File: src/rtl/bias_ctrl.sv
// bias_ctrl: configuration and sequencing for the bias_add output stage.
// Takes a per-frame config (channels, pixels per channel), loads one bias
// per channel, then streams channel-major data to bias_add paired with the
// matching bias. dn_valid/dn_last line up with bias_add's registered sum.
//
// state  | meaning
// S_IDLE | waiting for a frame configuration (cfg_ready high)
// S_LOAD | accepting one bias word per channel (bias_ready high)
// S_RUN  | streaming feature data to bias_add (up_ready high)
module bias_ctrl #(
  parameter int NUM_WIDTH = 16,
  parameter int DEPTH_NB  = 4,
  parameter int CNT_WIDTH = 16
) (
  input  logic                 clk,
  input  logic                 rst,
  input  logic                 cfg_valid,
  input  logic [DEPTH_NB:0]    cfg_chans,
  input  logic [CNT_WIDTH-1:0] cfg_pixels,
  output logic                 cfg_ready,
  output logic                 cfg_err,
  input  logic                 bias_valid,
  input  logic [NUM_WIDTH-1:0] bias_data,
  output logic                 bias_ready,
  input  logic                 up_valid,
  input  logic [NUM_WIDTH-1:0] up_data,
  output logic                 up_ready,
  output logic [NUM_WIDTH-1:0] add_bias,
  output logic [NUM_WIDTH-1:0] add_data,
  output logic                 dn_valid,
  output logic                 dn_last,
  output logic                 busy
);

  localparam int NUM_CH = 1 << DEPTH_NB;

  localparam logic [1:0] S_IDLE = 2'd0;
  localparam logic [1:0] S_LOAD = 2'd1;
  localparam logic [1:0] S_RUN  = 2'd2;

  logic [1:0]           state_q, state_d;
  logic [DEPTH_NB-1:0]  chan_last_q, chan_last_d;
  logic [CNT_WIDTH-1:0] pix_last_q, pix_last_d;
  logic [DEPTH_NB-1:0]  load_idx_q, load_idx_d;
  logic [DEPTH_NB-1:0]  chan_idx_q, chan_idx_d;
  logic [CNT_WIDTH-1:0] pix_cnt_q, pix_cnt_d;
  logic                 cfg_err_q, cfg_err_d;

  logic [NUM_WIDTH-1:0] bias_mem [NUM_CH];

  logic [NUM_WIDTH-1:0] add_data_q, add_bias_q;
  logic                 v1_q, l1_q;
  logic                 dn_valid_q, dn_last_q;

  logic cfg_legal, bias_fire, up_fire, pix_wrap, chan_end, frame_end;

  // Ready is withheld during reset so every output reads 0 while rst is high.
  assign cfg_ready  = (state_q == S_IDLE) && !rst;
  assign bias_ready = (state_q == S_LOAD) && !rst;
  assign up_ready   = (state_q == S_RUN)  && !rst;

  assign bias_fire = bias_valid && bias_ready;
  assign up_fire   = up_valid && up_ready;

  assign cfg_legal = (cfg_chans != '0) &&
                     (cfg_chans <= (DEPTH_NB+1)'(NUM_CH)) &&
                     (cfg_pixels != '0);

  // Indices stop at chan_last, so DEPTH_NB bits cover the full 2**DEPTH_NB range.
  assign pix_wrap  = (pix_cnt_q == pix_last_q);
  assign chan_end  = (chan_idx_q == chan_last_q);
  assign frame_end = pix_wrap && chan_end;

  // Next-state and counter logic for the sequencer.
  always_comb begin
    state_d     = state_q;
    chan_last_d = chan_last_q;
    pix_last_d  = pix_last_q;
    load_idx_d  = load_idx_q;
    chan_idx_d  = chan_idx_q;
    pix_cnt_d   = pix_cnt_q;
    cfg_err_d   = 1'b0;
    case (state_q)
      S_IDLE: begin
        if (cfg_valid) begin
          if (cfg_legal) begin
            // cfg_chans == 2**DEPTH_NB has zero low bits; minus one wraps to all ones.
            chan_last_d = cfg_chans[DEPTH_NB-1:0] - DEPTH_NB'(1);
            pix_last_d  = cfg_pixels - CNT_WIDTH'(1);
            load_idx_d  = '0;
            chan_idx_d  = '0;
            pix_cnt_d   = '0;
            state_d     = S_LOAD;
          end else begin
            cfg_err_d = 1'b1;
          end
        end
      end
      S_LOAD: begin
        if (bias_valid) begin
          load_idx_d = load_idx_q + DEPTH_NB'(1);
          if (load_idx_q == chan_last_q) state_d = S_RUN;
        end
      end
      S_RUN: begin
        if (up_valid) begin
          if (pix_wrap) begin
            pix_cnt_d  = '0;
            chan_idx_d = chan_idx_q + DEPTH_NB'(1);
            if (chan_end) state_d = S_IDLE;
          end else begin
            pix_cnt_d = pix_cnt_q + CNT_WIDTH'(1);
          end
        end
      end
      default: state_d = S_IDLE;
    endcase
  end

  // Sequencer registers; synchronous reset abandons any frame in progress.
  always_ff @(posedge clk) begin
    if (rst) begin
      state_q     <= S_IDLE;
      chan_last_q <= '0;
      pix_last_q  <= '0;
      load_idx_q  <= '0;
      chan_idx_q  <= '0;
      pix_cnt_q   <= '0;
      cfg_err_q   <= 1'b0;
    end else begin
      state_q     <= state_d;
      chan_last_q <= chan_last_d;
      pix_last_q  <= pix_last_d;
      load_idx_q  <= load_idx_d;
      chan_idx_q  <= chan_idx_d;
      pix_cnt_q   <= pix_cnt_d;
      cfg_err_q   <= cfg_err_d;
    end
  end

  // Bias storage keeps its contents across reset.
  always_ff @(posedge clk) begin
    if (bias_fire) bias_mem[load_idx_q] <= bias_data;
  end

  // Two-stage valid pipeline, independent of the FSM so a frame drains
  // correctly while the next one is already configuring and loading.
  always_ff @(posedge clk) begin
    if (rst) begin
      add_data_q <= '0;
      add_bias_q <= '0;
      v1_q       <= 1'b0;
      l1_q       <= 1'b0;
      dn_valid_q <= 1'b0;
      dn_last_q  <= 1'b0;
    end else begin
      if (up_fire) begin
        add_data_q <= up_data;
        add_bias_q <= bias_mem[chan_idx_q];
      end
      v1_q       <= up_fire;
      l1_q       <= up_fire && frame_end;
      dn_valid_q <= v1_q;
      dn_last_q  <= l1_q;
    end
  end

  assign add_data = add_data_q;
  assign add_bias = add_bias_q;
  assign dn_valid = dn_valid_q;
  assign dn_last  = dn_last_q;
  assign cfg_err  = cfg_err_q;
  assign busy     = (state_q != S_IDLE);

endmodule

File: config.mk
export PLATFORM = sky130hd
export DESIGN_NAME = bias_ctrl
export DESIGN_NICKNAME = d
export VERILOG_FILES = /design/src/rtl/bias_ctrl.sv
export SDC_FILE = /design/constraint.sdc
export NUM_CORES = 1
export LEC_CHECK = 0
export BUFFER_PORTS_ARGS = -buffer_cell sky130_fd_sc_hd__buf_2
export CORE_ASPECT_RATIO = 0.7
export CORE_MARGIN = 4
export CORE_UTILIZATION = 50
export CTS_BUF_LIST = sky130_fd_sc_hd__clkbuf_8 sky130_fd_sc_hd__clkbuf_16
export DETAILED_ROUTE_END_ITERATION = 8
export GPL_TIMING_DRIVEN = 0
export PLACE_DENSITY = 0.68
export SLEW_MARGIN = 20
export SYNTH_ARGS = -nofsm -noshare
export SYNTH_HDL_FRONTEND = slang
export SYNTH_SLANG_ARGS = --single-unit
export TNS_END_PERCENT = 100
File: constraint.sdc
create_clock -name clk -period 3.55 [get_ports clk]
set_input_delay 0.1775 -clock clk [delete_from_list [all_inputs] [get_ports clk]]
set_output_delay 0.1775 -clock clk [all_outputs]
set_load 0.005 [all_outputs]
* Word-level counts from Yosys, hierarchy flattened
Memory sizes are Yosys's and may differ from the RTL's. A register that Yosys moved wholly into a read port is not among the register bits. Cells that the tools add are included.
Storage, ports and cells: bits in registers 67, output and inout port bits 39, memories kept 1, RAM bits 256, word-level logic and storage cells 78
Operators by class: reduce and logical (&&, ||, !) cells 22, equal/unequal tests 12, $lt $le $gt $ge 1, bitwise logic cells 2, mux-type cells 23, add/subtract/negate cells 5
Memory list:
- bias_mem | depth 16, width 16, read ports 1, clocked after memory_dff 1, write ports 1, line 49 | logic [NUM_WIDTH-1:0] bias_mem [NUM_CH];
Operator list (number):
- 16-bit two-way mux | 4
- 16-bit one-hot mux with 2 select lines | 1
- 4-bit two-way mux | 5
- 16-bit by 1-bit adder with 16-bit output, second input constant | 1
- 16-bit equality test | 1
- 4-bit one-hot mux with 2 select lines | 2
- 16-bit nonzero test | 1
- 16-bit by 1-bit subtractor with 16-bit output, second input constant | 1
- 2-bit two-way mux | 7
- 2-bit inequality test, second input constant | 6
- 1-bit logical AND | 9
- 4-bit by 1-bit adder with 4-bit output, second input constant | 2
- 4-bit equality test | 2
- 4-bit AND reduction | 2
- 7-bit AND reduction | 1
- 2-bit one-hot mux with 3 select lines | 1
- 2-bit nonzero test | 3
- 5-bit less-or-equal comparator, second input constant | 1
- 5-bit AND reduction | 1
- 5-bit nonzero test | 1
- 4-bit by 1-bit subtractor with 4-bit output, second input constant | 1
- 1-bit two-way mux | 3
- 3-bit AND reduction | 1
- 3-bit OR reduction | 1
- 6 further kinds | 7

* Depth between registers and ports, before layout
depth after elaboration 6, depth in mapped cells 9, depth with buffers taken out 7

* Worst setup path before layout
No wires, ideal clock.
path kind flip-flop to flip-flop, start register state_q[1], end memory bias_mem[3][0], enable pin, setup slack 962 ps, buffers on the path 1, arrival time 2179 ps, cell stages (with the launch flop) 7, data required time 3141 ps, cell sequence dfxtp_1 clkbuf_1 inv_1 and3_1 and2_1 nand2_1 nor3_1
Between the ends: cells in the longest elaborated chain, start to end 5
Ends and longest elaborated chain:
- from (decl) | line 41 | logic [1:0] state_q, state_d;
- from (signal assigned) | line 131 | state_q <= state_d;
- 2-bit by 1-bit equality test with 1-bit output | line 59 | assign bias_ready = (state_q == S_LOAD) && !rst;
- 1-bit logical AND | line 59
- net bias_ready | line 24 | output logic bias_ready,
- 1-bit logical AND | line 62 | assign bias_fire = bias_valid && bias_ready;
- 1-bit two-way mux | line 143 | if (bias_fire) bias_mem[load_idx_q] <= bias_data;
- 1-bit two-way mux (not written as such) | line 143
- to (decl) | line 49
The timed path passes the listed nets, and every way through them passes these cells.

==> run metrics <==
first-pass GRT wire length=49,500 um; sequential share of power=52.7%; PortBufs=95; PD cells=510 mW/mm^2; DRC=0; worst hold path type=primary input to flop; crit share post-route=85.4%; post-CTS setup repair buffer count=0; Final Slew Violations=0; cell area after layout=0.0161 sq mm; Total Routing Usage GR=22.0%; Ys Warns=0; final wirelength=32,500 um; Total Die Area=0.0298 sq mm; cts bufs inserted=34; count of different cell masters after synthesis=48; CP Data Required Time=3910 ps; startpoint types=flop; top_reg_cell synth=edfxtp_1; Cells after Synth=849; area growth from synthesis to layout=18.5%; antenna violations before repair=1; Async SR Flop Fraction=0%; crit path max fanout=10; leading area contributor after synthesis=edfxtp_1; non-filler cells, final=1,405; drt first pass iters=5; slack of the critical path=518 ps; unrepaired setup endpoints after global routing=false; Max-Cap Viols=0; FILL cells=1,991; H-tree depth=2; grt total ovfl=0; min cycle time layout=3030 ps; Comb pwr share=3.9%; layout cells sized above 1=26.3%; post-placement cell count=1,324; Synth Net Count=916; Fmax=330 MHz; n_diodes=0; Root Buffer=clkbuf_16; Placed Area=0.0148 sq mm; WL/cell=23.2 um; clock sink total=339; synthesized area per cell=16.0 sq um; relative slew slack=31.7%; Die Y=146 um; largest net degree at the start of global routing=17; Core ar.=0.0267 sq mm; Crit Path Class=flop to flop; vias in the first global route=7,989; sequential element share of the synthesized area=69.0%; worst clock skew=6.59 ps; Pleak=0.00533 uW; Cell Area, Synth=0.0136 sq mm; status=complete, no violations; Final Hold Viols=0; Peak VDD IR=0.307 mV; nature of the critical path endpoint=flop; internal power=6510 uW; main area contributors after synthesis=edfxtp_1 57%, mux4_2 13%, dfxtp_1 12%; # rows=50; DP HPWL=22,200 um; TritonCTS clock tree=done; Slew @ Worst Pin=1020 ps; Via-to-Cell Ratio=5.78; Switch Pwr=1670 uW; number of synthesized register bits=339; CTS clk-pin slew, worst paths=60 ps; Die X=205 um; Vias=8,116; WP data arrival=3400 ps; Yosys top cell area share=56.7%; Net Sw Frac=20.5%; number of synthesized flops with an enable pin=256; Nets=1,083; I/O pin count=97; Clk network pwr share=43.4%; clk buf depth=3; GP Congestion=0.833; setup violators final=0; total power draw=8190 uW; Initial Utilization=50.7%; Clock Latency Late Sink=510 ps; drt first-iter violations=1,041; pre-CTS setup slack=564 ps; post-detailed-route count of antenna-violating nets=0
flip-flops by register name (all words and copies together), names as in the netlist:
signal       flops
add_data        16
pix_last_q      16
dn_last          1
l1_q             1
add_bias        16
pix_cnt_q       16
v1_q             1
chan_idx_q       4
state_q          2
load_idx_q       4
cfg_err          1
chan_last_q      4
dn_valid         1
bias_mem       256
power groups by stage:
stage	logic [uW]	clock network, uW	registers (uW)
after floorplan	152	0	4390
after global placement	287	0	4400
after detailed placement	294	0	4400
after CTS	313	3610	4320
after global routing	349	3800	4320
final	316	3560	4320
per-layer routing:
metal	routed length, um	share of wire [%]	global-route usage [%]	up-vias
li1	-	-	-	3640
met2	14400	44	31.9	370
met5	7	0.022	0	-
met1	14400	44	34.4	4067
met4	421	1.3	4.02	2
met3	3370	10	5.64	37
area by class of cell:
class                   instances  area [sq um]  area share (%)
clock buffers                  36           890            5.54
inverters                      13          48.8           0.304
plain buffers                  48           195            1.21
repair buffers                131           878            5.47
clock inverters                25           219            1.36
well taps                     364           455            2.83
flip-flops and latches        339          9350            58.2
multi-input cells             449          4030            25.1
critical path, cell delays in order (launching register included):
cell and delay (ps):
dfxtp_1 410, buf_1 610, clkbuf_1 680, mux4_2 420
mux4_2 550, nand2_1 120, o21ai_0 90
per-stage QoR:
| stage | utilization, % | setup TNS [ps] | hold WS (ps) |
|---|---|---|---|
| final | 60.1 | 0 | 10.8 |
| after global routing | 60.1 | 0 | 15.6 |
| after CTS | 60.1 | 0 | 6.04 |
| after detailed placement | 55.2 | 0 | 379 |
| after global placement | 54.2 | -33350 | 376 |
| after floorplan | - | 0 | 273 |
synthesized netlist by cell type, types with 4 or more instances:
| cell type | count |
|---|---|
| a211oi_1 | 18 |
| a21oi_1 | 20 |
| and3_1 | 4 |
| buf_2 | 8 |
| clkbuf_1 | 36 |
| dfxtp_1 | 83 |
| edfxtp_1 | 256 |
| ha_1 | 9 |
| inv_1 | 12 |
| mux4_2 | 80 |
| nand2_1 | 87 |
| nand2b_1 | 5 |
| nand3_1 | 9 |
| nand4_1 | 7 |
| nor2_1 | 46 |
| nor2b_1 | 5 |
| nor3_1 | 6 |
| nor4_1 | 9 |
| o21ai_0 | 44 |
| o31ai_1 | 9 |
| or3_1 | 13 |
| or4_1 | 8 |
| xnor2_1 | 13 |
| xor2_1 | 27 |
logic make-up after synthesis:
family	count (synthesis)	share of synthesized area (%)
flip-flops	339	69.0
AO/OA/AOI/OAI	105	4.74
adder cells (fa/ha/maj)	9	0.831
buffers and inverters	61	1.79
AND/OR/NAND/NOR	212	7.54
multiplexers	83	13.5
XOR/XNOR	40	2.59
worst paths after layout:
path | from | to | slack, ps | depth (start not counted)
worst max register to register | chan_idx_q[1] | add_bias[14] | 520 | 6
worst min-delay path | cfg_chans[3] | chan_last_q[3] | 10 | 3
worst max-delay path | chan_idx_q[1] | add_bias[14] | 520 | 6
worst min register to register | v1_q | dn_valid | 440 | 1
timing repair:
item                                   4_1_cts  5_1_grt
resized for setup                            0        0
setup endpoints to repair                    0        0
endpoints found under the hold margin       20        0
hold buffers                                20        0
layout by cell type, fill, tap and decap left out, drive strengths merged, types with 2 or more instances in the layout:
master	synthesis	routed
a211oi	19	19
a21boi	2	2
a21oi	20	20
a31oi	3	3
a41oi	2	2
and2	2	2
and3	4	4
buf	12	123
bufinv	0	4
clkbuf	36	72
clkinv	1	15
clkinvlp	0	3
dfxtp	83	83
dlygate4sd3	0	20
edfxtp	256	256
ha	9	9
inv	12	16
mux2i	2	2
mux4	80	80
nand2	87	87
nand2b	5	5
nand3	9	9
nand4	7	7
nor2	46	46
nor2b	5	5
nor3	6	6
nor3b	2	2
nor4	10	10
o21ai	45	45
o31ai	9	9
or2	2	2
or3	13	13
or4	10	10
xnor2	13	13
xor2	27	27
Power figures use the tool's default switching activity.
